==> config.mk <==
export PLATFORM = sky130hd
export DESIGN_NAME = reorder_buffer
export DESIGN_NICKNAME = d
export VERILOG_FILES = /design/src/rtl/reorder_buffer_pkg.sv /design/src/rtl/reorder_buffer.sv
export SDC_FILE = /design/constraint.sdc
export NUM_CORES = 1
export LEC_CHECK = 0
export BUFFER_PORTS_ARGS = -buffer_cell sky130_fd_sc_hd__buf_2
export CORE_MARGIN = 4
export CORE_UTILIZATION = 38
export CTS_CLUSTER_SIZE = 24
export DETAILED_ROUTE_END_ITERATION = 16
export PLACE_DENSITY_LB_ADDON = 0.05
export RECOVER_POWER = 100
export REMOVE_ABC_BUFFERS = 1
export SETUP_SLACK_MARGIN = 0.02
export SYNTH_ARGS = -nofsm -noshare
export SYNTH_HDL_FRONTEND = slang
export SYNTH_SLANG_ARGS = --single-unit
==> constraint.sdc <==
create_clock -name clk -period 15.1 [get_ports clk]
set_clock_uncertainty 0.05 [all_clocks]
set_input_delay 1.51 -clock clk [delete_from_list [all_inputs] [get_ports clk]]
set_output_delay 1.51 -clock clk [all_outputs]
set_load 0.1 [all_outputs]
==> src/rtl/reorder_buffer_pkg.sv <==
// Shared reorder-buffer types and constants, also used by register read and execute
// so that the rob_idx carried down the pipe has a single definition.
package reorder_buffer_pkg;

  localparam int ROB_DEPTH = 8;
  localparam int ROB_IDX_W = 3;
  localparam int ROB_RD_W  = 7;
  localparam int ROB_XLEN  = 32;

  typedef logic [ROB_IDX_W-1:0] rob_idx_t;

  typedef struct packed {
    logic                valid;
    logic                done;
    logic                is_store;
    logic [ROB_RD_W-1:0] rd;
    logic [ROB_XLEN-1:0] pc;
    logic [ROB_XLEN-1:0] data;
  } rob_entry_t;

  // Age is the modulo-DEPTH distance from head; larger distance means younger.
  function automatic logic is_younger(input rob_idx_t idx,
                                      input rob_idx_t ref_idx,
                                      input rob_idx_t head_idx);
    rob_idx_t idx_dist;
    rob_idx_t ref_dist;
    idx_dist = idx - head_idx;
    ref_dist = ref_idx - head_idx;
    return idx_dist > ref_dist;
  endfunction

endpackage

==> src/rtl/reorder_buffer.sv <==
// In-order retirement buffer: allocate at dispatch, collect writeback/store completions,
// retire one entry per cycle from head, and squash younger entries on a mispredict.
module reorder_buffer
  import reorder_buffer_pkg::*;
#(
  parameter int DEPTH = ROB_DEPTH,
  parameter int IDX_W = ROB_IDX_W,
  parameter int RD_W  = ROB_RD_W,
  parameter int XLEN  = ROB_XLEN
) (
  input  logic             clk,
  input  logic             rst,
  input  logic             dp_valid,
  output logic             dp_ready,
  input  logic [RD_W-1:0]  dp_rd,
  input  logic [XLEN-1:0]  dp_pc,
  input  logic             dp_is_store,
  output logic [IDX_W-1:0] dp_rob_idx,
  input  logic             wb_valid,
  input  logic [IDX_W-1:0] wb_rob_idx,
  input  logic [XLEN-1:0]  wb_data,
  input  logic             st_done_valid,
  input  logic [IDX_W-1:0] st_done_rob_idx,
  input  logic             mispredict,
  input  logic [IDX_W-1:0] mis_rob_idx,
  output logic             cm_valid,
  output logic [IDX_W-1:0] cm_rob_idx,
  output logic [RD_W-1:0]  cm_rd,
  output logic [XLEN-1:0]  cm_data,
  output logic [XLEN-1:0]  cm_pc,
  output logic             cm_is_store,
  output logic             full,
  output logic             empty
);

  localparam logic [IDX_W:0] FULL_COUNT = (IDX_W+1)'(DEPTH);

  rob_entry_t       entries [DEPTH];
  logic [IDX_W-1:0] head;
  logic [IDX_W-1:0] tail;
  logic [IDX_W:0]   count;

  logic             dp_fire;
  logic [IDX_W-1:0] mis_dist;
  logic [IDX_W:0]   flush_count;
  logic [DEPTH-1:0] squash;
  logic [DEPTH-1:0] wb_hit;
  logic [DEPTH-1:0] st_hit;
  logic [DEPTH-1:0] retire;
  logic [DEPTH-1:0] alloc;

  assign full       = (count == FULL_COUNT);
  assign empty      = (count == '0);
  assign dp_ready   = !full && !mispredict;
  assign dp_fire    = dp_valid && dp_ready;
  assign dp_rob_idx = tail;

  // Commit looks only at registered state, so a writeback lands one cycle before retiring.
  assign cm_valid    = entries[head].valid && entries[head].done;
  assign cm_rob_idx  = head;
  assign cm_rd       = entries[head].rd;
  assign cm_data     = entries[head].data;
  assign cm_pc       = entries[head].pc;
  assign cm_is_store = entries[head].is_store;

  assign mis_dist    = mis_rob_idx - head;
  assign flush_count = (IDX_W+1)'(mis_dist) + (IDX_W+1)'(1) - (IDX_W+1)'(cm_valid);

  // NOTE: every output of this block gets a default before the loop so no latch is inferred.
  always_comb begin
    squash = '0;
    wb_hit = '0;
    st_hit = '0;
    retire = '0;
    alloc  = '0;
    for (int i = 0; i < DEPTH; i++) begin
      squash[i] = mispredict && is_younger(IDX_W'(i), mis_rob_idx, head);
      wb_hit[i] = wb_valid && (wb_rob_idx == IDX_W'(i)) && entries[i].valid && !squash[i];
      st_hit[i] = st_done_valid && (st_done_rob_idx == IDX_W'(i)) && entries[i].valid
                  && !squash[i];
      retire[i] = cm_valid && (head == IDX_W'(i));
      alloc[i]  = dp_fire && (tail == IDX_W'(i));
    end
  end

  // NOTE: only valid/done are reset; payload fields are don't-care until valid is set,
  // so they carry no reset and simply hold while rst is high.
  always_ff @(posedge clk) begin
    if (rst) begin
      head  <= '0;
      tail  <= '0;
      count <= '0;
      for (int i = 0; i < DEPTH; i++) begin
        entries[i].valid <= 1'b0;
        entries[i].done  <= 1'b0;
      end
    end else begin
      if (cm_valid) begin
        head <= head + IDX_W'(1);
      end

      if (mispredict) begin
        tail  <= mis_rob_idx + IDX_W'(1);
        count <= flush_count;
      end else begin
        if (dp_fire) begin
          tail <= tail + IDX_W'(1);
        end
        count <= count + (IDX_W+1)'(dp_fire) - (IDX_W+1)'(cm_valid);
      end

      // Allocation never collides with squash (blocked by mispredict) or retire (blocked when full).
      for (int i = 0; i < DEPTH; i++) begin
        if (squash[i] || retire[i]) begin
          entries[i].valid <= 1'b0;
          entries[i].done  <= 1'b0;
        end else if (alloc[i]) begin
          entries[i].valid    <= 1'b1;
          entries[i].done     <= 1'b0;
          entries[i].is_store <= dp_is_store;
          entries[i].rd       <= dp_rd;
          entries[i].pc       <= dp_pc;
          entries[i].data     <= '0;
        end else begin
          if (wb_hit[i] || st_hit[i]) begin
            entries[i].done <= 1'b1;
          end
          if (wb_hit[i]) begin
            entries[i].data <= wb_data;
          end
        end
      end
    end
  end

endmodule

==> results.ini, run 1 <==
[status]
status=finished with violations
violations=max-capacitance violations, max-slew violations

[pwr]
switching_share=0.247
pwr-share-clk=0.424
p_int_mw=2.90
pwr-share-comb=0.088
power_density_mw_per_mm2=127
p_seq_frac=0.488
p_leak_nw=9.92
p_sw_mw=0.951
irDropWorstVdd_mv=0.0738
finalPower_mw=3.85

[finish]
drive_above_1_share=0.224
postLayoutCoreUtil=0.440
synthToLayoutAreaGrowth_pct=14.6
most-common-layout-cells=edfxtp_1 (590), clkbuf_1 (159), mux4_2 (144)
final_nets=1835
final_common_cell=edfxtp_1

[worst_setup_path]
path_class=register to output pin
cp_max_fo=41
crit_path_end_kind=output pin
crit_slowest_cell=clkbuf_1
path_buf_inv=3
crit_top_cell=clkbuf_1
arrival_ns=8.01
start_kind=register
crit_family=buffers and inverters
cp_slowest_stage_delay_ns=2.63
path_cells=clkbuf_1 > nand3_1 > o2111ai_1 > o21ai_0 > or2_0 > inv_4 > clkbuf_1
required_ns=13.54

[place]
globalplace.congestion=0.761
dp_hpwl_um=36900
io_buffers=168

[timing]
hold_viol=0
rsz0062_at_grt=no
layout_min_cycle_time_ns=9.57
finalCritPeriodShare=0.634
tightest_slew_ns=3.63
max-slew-margin-rel=-1.42
finalSetupViolCount=0
drv_slew=855
fmax_mhz=104
setup_tns_ns=0

[clock_network]
post_cts_buffers=0
cts_sinks=605
root_buffer=clkbuf_16
cts_made_buffers=71
ctsResizeCount=0
clockBufferDepth=3
clk_pin_slew_ns=0.06
ctsHoldBuffers=0
cts_max_level=3
clk_latency_ns=0.60
cts_tree=yes

[worst_hold_path]
holdCritPathClass=register to register

[detailed_routing]
wire_per_inst_um=24.9
avgViaCountPerCell=5.19
ant_nets=0
first_pass_iters=5
vias=14069
drt_iter0_markers=866
wirelength_um=67600
drc=0

[synth]
ys_seq_area_frac=0.682
synthFlopType=edfxtp_1
yosysWarnings=0
synth_edf_count=590
syn_avg_cell_area_um2=17.2
ys_types=75
ys_seq_elements=605
synthCells=1537
async_flop_share=0
syn_area_mm2=0.0264

[global_route]
grt_use_total=0.184
grt_pass1_vias=15288
grt_start_max_net_pins=58
grt.overflow.total=0
antenna_found_initial=11
grt_pass1_wl_um=101000

[die]
die_y_um=272
die_area_mm2=0.0739
io_pins=169
core_mm2=0.0688
initial_core_util=0.384
die_w_um=272
fp-row-count=96

[job]
maxCapViolations=24

[tightest hold or removal path, cell delays in order, from the launching register on]
cell and delay [ns]:
dfxtp_1 0.33, nor2_1 0.10, nor2_1 0.04
[power by group through the flow]
| stage | Combinational (mW) | Clock (mW) | Sequential, mW |
|---|---|---|---|
| floorplan | 0.239 | 0 | 1.92 |
| global placement | 0.351 | 0 | 1.91 |
| detailed placement | 0.354 | 0 | 1.91 |
| CTS | 0.355 | 1.68 | 1.88 |
| global route | 0.365 | 1.75 | 1.88 |
| finish | 0.340 | 1.63 | 1.88 |
[synthesized netlist by cell type, types with 6 or more instances]
master	instances	area, µm²
a211oi_1	6	45.0
a21boi_0	6	45.0
a21oi_1	52	260
and2_1	183	1140
and3_1	77	482
buf_2	17	85.1
clkbuf_1	60	225
dfxtp_1	15	300
edfxtp_1	590	17700
ha_1	25	313
inv_1	27	101
mux2_2	75	845
mux4_2	144	3240
nand2_1	68	255
nand3_1	17	85.1
nor2_1	34	128
nor2b_1	13	81.3
nor3_1	12	60.1
nor3b_1	6	45.0
[routing by layer]
layer,part of all wire,GRT usage,vias to the layer above
met2,0.52,0.327,288
met4,0.022,0.0457,10
li1,-,-,6387
met1,0.42,0.235,7281
met3,0.043,0.0341,103
met5,0.00083,0,-
[cells by family (layout without fill, tap and decap cells)]
family | count (synthesis) | after routing | synth area share
AND/OR/NAND/NOR | 447 | 447 | 0.0974
XOR/XNOR | 9 | 9 | 0.00355
buffers and inverters | 123 | 365 | 0.0204
AO/OA/AOI/OAI | 104 | 104 | 0.0281
flip-flops | 605 | 605 | 0.682
adder cells (fa/ha/maj) | 28 | 28 | 0.0137
other | 0 | 3 | 0
multiplexers | 221 | 221 | 0.155
[path summary, 6_finish.rpt]
check                               startpoint             end  slack (ns)  cells after the start
worst max register to register        register  entries[7][53]        5.65                      9
worst max-delay path                  register        cm_valid        5.53                      7
worst min-delay path            entries[4][73]  entries[4][73]        0.47                      2
worst min register to register  entries[4][73]  entries[4][73]        0.47                      2
[stage by stage]
step	area, µm²	setup slack, ns	instances	hold slack, ns
floorplan	26000	3.67	1444	0.409
global placement	28500	9.49	2579	0.439
detailed placement	28500	9.41	2579	0.453
CTS	30700	8.99	2710	0.463
global route	30300	4.44	2711	0.492
finish	30300	5.53	2713	0.469
[sequential cells by signal, summed over array words and instances, names as in the netlist, named ones only]
| signal | cells |
|---|---|
| count | 4 |
| dp_rob_idx | 3 |
| entries | 592 |
| cm_rob_idx | 3 |
[layout make-up]
| cell class | instances | area, µm² |
|---|---|---|
| clock buffer | 86 | 1880 |
| sequential | 605 | 18000 |
| timing repair buffer | 204 | 866 |
| tap | 931 | 1160 |
| fill | 6209 | 38500 |
| inverter | 30 | 115 |
| antenna | 3 | 7.51 |
| clock inverter | 45 | 348 |
| multi-input combinational | 809 | 7910 |
No activity file was read; power rests on OpenSTA's default activity.
==> run 2, diff against run 1 <==
Settings changed: ABC_AREA from default to 1.
Clock period 15.1 ns to 8.5 ns, I/O delays scaled along.
==> run 2 against run 1 <==
Net effect: the flow still finishes with violations (max-capacitance violations, max-slew violations); worst hold slack better by 0.029 ns; wire length grew 8.9%; area after synthesis is 0.87% lower; synthesized cell count up 58%; critical path type unchanged; highest routed layer unchanged.
==> results.ini, run 2 <==
[finish]
nFillCells=6579  ; was 6209
drive_above_1_share=0.0791  ; was 0.224
final-seq-area_mm2=0.0180  ; about the same
most-common-layout-cells=nor2_1 (840), edfxtp_1 (590), o21ai_0 (304)  ; was edfxtp_1 (590), clkbuf_1 (159), mux4_2 (144)
synthToLayoutAreaGrowth_pct=13.7  ; was 14.6%
final_nets=2669  ; was 1835
final_common_cell=nor2_1  ; was edfxtp_1
multi_input_comb_area_mm2=0.00699  ; was 0.00791 mm²
top_regs=entries: 592 flops, count: 4 flops  ; unchanged
largest_reg_flops=592  ; unchanged
top_register=entries  ; unchanged

[status]
status=finished with violations  ; unchanged
violations=max-capacitance violations, max-slew violations  ; unchanged

[synth]
ys_seq_elements=605  ; unchanged
synthTopCellsByArea=edfxtp_1 (68%), nor2_1 (12%), o21ai_0 (5.8%)  ; was edfxtp_1 (67%), mux4_2 (12%), and2_1 (4.3%)
synth-simple-area-share=0.153  ; was 0.0974
synthXorXnorAreaFrac=0.00134  ; was 0.00355
synth_top_family_by_area=simple AND/OR/NAND/NOR gates  ; was multiplexers
synthCells=2431  ; was 1537
synth_compound_area_frac=0.0991  ; was 0.0281
synth_top_area_share=0.676  ; was 0.670
async_flop_share=0  ; unchanged
ys_seq_area_frac=0.688  ; was 0.682
synth_common_cells=nor2_1 (842), edfxtp_1 (590), o21ai_0 (303)  ; was edfxtp_1 (590), and2_1 (183), mux4_2 (144)
syn_avg_cell_area_um2=10.8  ; was 17.2 µm²
synth.most_common_cell=nor2_1  ; was edfxtp_1
yosysTopAreaCell=edfxtp_1  ; unchanged
synthFlopType=edfxtp_1  ; unchanged
synthMuxAreaShare=0  ; was 0.155
ys_types=42  ; was 75
synthAdderAreaFrac=0.0135  ; was 0.0137
syn_area_mm2=0.0262  ; was 0.0264 mm²
yosysWarnings=0  ; unchanged
synth_edf_count=590  ; unchanged

[worst_setup_path]
cp_num_cells=7  ; unchanged
cp_max_fo=89  ; was 41
start_kind=register  ; unchanged
arrival_ns=5.78  ; was 8.01 ns
cp_slowest_stage_delay_ns=1.53  ; was 2.63 ns
reg2regPathDepth=11  ; was 9
crit_path_end_kind=output pin  ; unchanged
path_cells=clkbuf_2 > clkbuf_2 > nor2_1 > nor2_1 > o21ai_0 > a31oi_1 > clkbuf_1  ; was clkbuf_1 > nand3_1 > o2111ai_1 > o21ai_0 > or2_0 > inv_4 > clkbuf_1
path_class=register to output pin  ; unchanged
crit_family=buffers and inverters  ; unchanged
crit_slowest_cell=clkbuf_2  ; was clkbuf_1
required_ns=7.60  ; was 13.54 ns
path_buf_inv=3  ; unchanged

[worst_hold_path]
whs_path_depth=1  ; was 2
holdCritPathClass=input port to register  ; was register to register

[timing]
setup_ws_ns=1.82  ; was 5.53 ns
tightest_slew_ns=3.24  ; was 3.63 ns
finalSetupViolCount=0  ; unchanged
layout_min_cycle_time_ns=6.68
rsz0062_at_grt=no  ; unchanged
fmax_mhz=150
hold_viol=0  ; unchanged
finalCritPeriodShare=0.786
max-slew-margin-rel=-1.16  ; was -1.42
drv_slew=623  ; was 855

[die]
io_pins=169  ; unchanged
core_mm2=0.0685  ; was 0.0688 mm²
die_y_um=271  ; was 272 µm
initial_core_util=0.383  ; was 0.384
die_area_mm2=0.0732  ; was 0.0739 mm²
die_w_um=271  ; was 272 µm
fp-row-count=96  ; unchanged

[clock_network]
post_cts_buffers=0  ; unchanged
cts_max_level=3  ; unchanged
cts_sinks=605  ; unchanged
clockBufferDepth=3  ; unchanged
clk_latency_ns=0.61  ; was 0.60 ns
ctsResizeCount=0  ; unchanged
cts_made_buffers=69  ; was 71
root_buffer=clkbuf_16  ; unchanged
clk_pin_slew_ns=0.06  ; about the same
ctsHoldBuffers=0  ; unchanged
cts_tree=yes  ; unchanged

[pwr]
power_density_mw_per_mm2=331  ; was 127 mW/mm²
p_sw_mw=4.13  ; was 0.951 mW
finalPower_mw=9.86  ; was 3.85 mW
pwr-share-clk=0.295  ; was 0.424
p_seq_frac=0.357  ; was 0.488
p_leak_nw=11.0  ; was 9.92 nW
p_int_mw=5.74  ; was 2.90 mW
switching_share=0.418  ; was 0.247
pwr-share-comb=0.348  ; was 0.088
irDropWorstVdd_mv=0.220  ; was 0.0738 mV

[global_route]
grt.overflow.total=0  ; unchanged
grt_use_total=0.199  ; was 0.184
grt_start_max_net_pins=146  ; was 58
antenna_found_initial=2  ; was 11
grt_pass1_wl_um=112000  ; was 101000 µm
grt_pass1_vias=18303  ; was 15.3k

[detailed_routing]
vias=18057  ; was 14.1k
wirelength_um=73600  ; was 67600 µm
first_pass_iters=5  ; unchanged
drt_iter0_markers=1210  ; was 866
ant_nets=0  ; unchanged
wire_per_inst_um=21.1  ; was 24.9 µm
drc=0  ; unchanged
avgViaCountPerCell=5.18  ; was 5.19

[place]
place_ws_ns=3.27  ; was 9.41 ns
io_buffers=168  ; unchanged
globalplace.congestion=0.817  ; was 0.761
dp_hpwl_um=39800  ; was 36900 µm

[job]
maxCapViolations=17  ; was 24

run 2: cell types whose count changed after synthesis, sizes merged, moves of 49 or more:
cell / previous run / this run
nor2: 34 / 844
o21ai: 6 / 306
and2: 184 / 1
mux4: 144 / 0
inv: 29 / 155
and3: 77 / 0
mux2: 75 / 0
o22ai: 0 / 73
a31oi: 1 / 73
clkbuf: 63 / 112
run 2: kinds of logic (layout without fill, tap and decap cells):
logic type,after synthesis,in the layout
and+or+nand+nor,1018,1018
DFF,605,605
AOI/OAI and AO/OA,477,477
buffers and inverters,300,473
adders and majority gates,27,27
xor gates and xnor gates,4,4
other,0,2
run 2: metrics by stage:
step                TNS [ns]  instances  utilization  cell area [µm²]  hold WS, ns
floorplan           -3180.48       2286            -            25600        0.418
global placement           0       3366        0.407            27800        0.488
detailed placement         0       3366        0.407            27800        0.490
CTS                        0       3486        0.439            30000        0.389
global route               0       3486        0.435            29800        0.473
finish                     0       3488        0.435            29800        0.498
run 2: final timing paths:
path / start / endpoint / slack (ns)
worst min-delay path: dp_pc[17] / entries[7][49] / 0.50
worst max register to register: register / entries[1][7] / 1.99
worst max-delay path: register / cm_pc[9] / 1.82
worst min register to register: entries[4][73] / entries[4][73] / 0.50
run 2: power groups by stage:
stage          Clock [mW]  Combinational, mW  Sequential (mW)
2_1_floorplan           0               2.60             3.66
3_3_place_gp            0               3.51             3.59
3_5_place_dp            0               3.53             3.59
4_1_cts              2.98               3.53             3.52
5_1_grt              3.10               3.69             3.53
6_report             2.91               3.43             3.52
run 2: worst reg2reg max path, cell delays in order, from the launching register on:
cell,delay (ns)
dfxtp_1,1.31
inv_4,0.63
buf_4,0.59
nand3_1,0.21
nand3_1,0.09
nand2_1,0.37
nand3_1,0.22
nand3_1,0.13
nand2_1,0.16
nand4_1,0.12
buf_4,0.49
nand2_1,1.36
run 2: area by class of cell:
class	instances	share of cell area
Inverter	155	0.0200
Multi-Input combinational cell	1526	0.235
Clock buffer	86	0.0629
Sequential cell	605	0.605
Antenna cell	2	0.000168
Tap cell	882	0.0370
Timing Repair Buffer	198	0.0303
Clock inverter	34	0.0103
run 2: metal layers:
metal | routed length [µm] | vias up | part of all wire | global-route usage
met5 | 13 | - | 0.00018 | 0
met4 | 1820 | 2 | 0.025 | 0.0516
met3 | 3510 | 122 | 0.048 | 0.0346
met2 | 35900 | 392 | 0.49 | 0.341
met1 | 32300 | 8889 | 0.44 | 0.262
li1 | - | 8652 | - | -
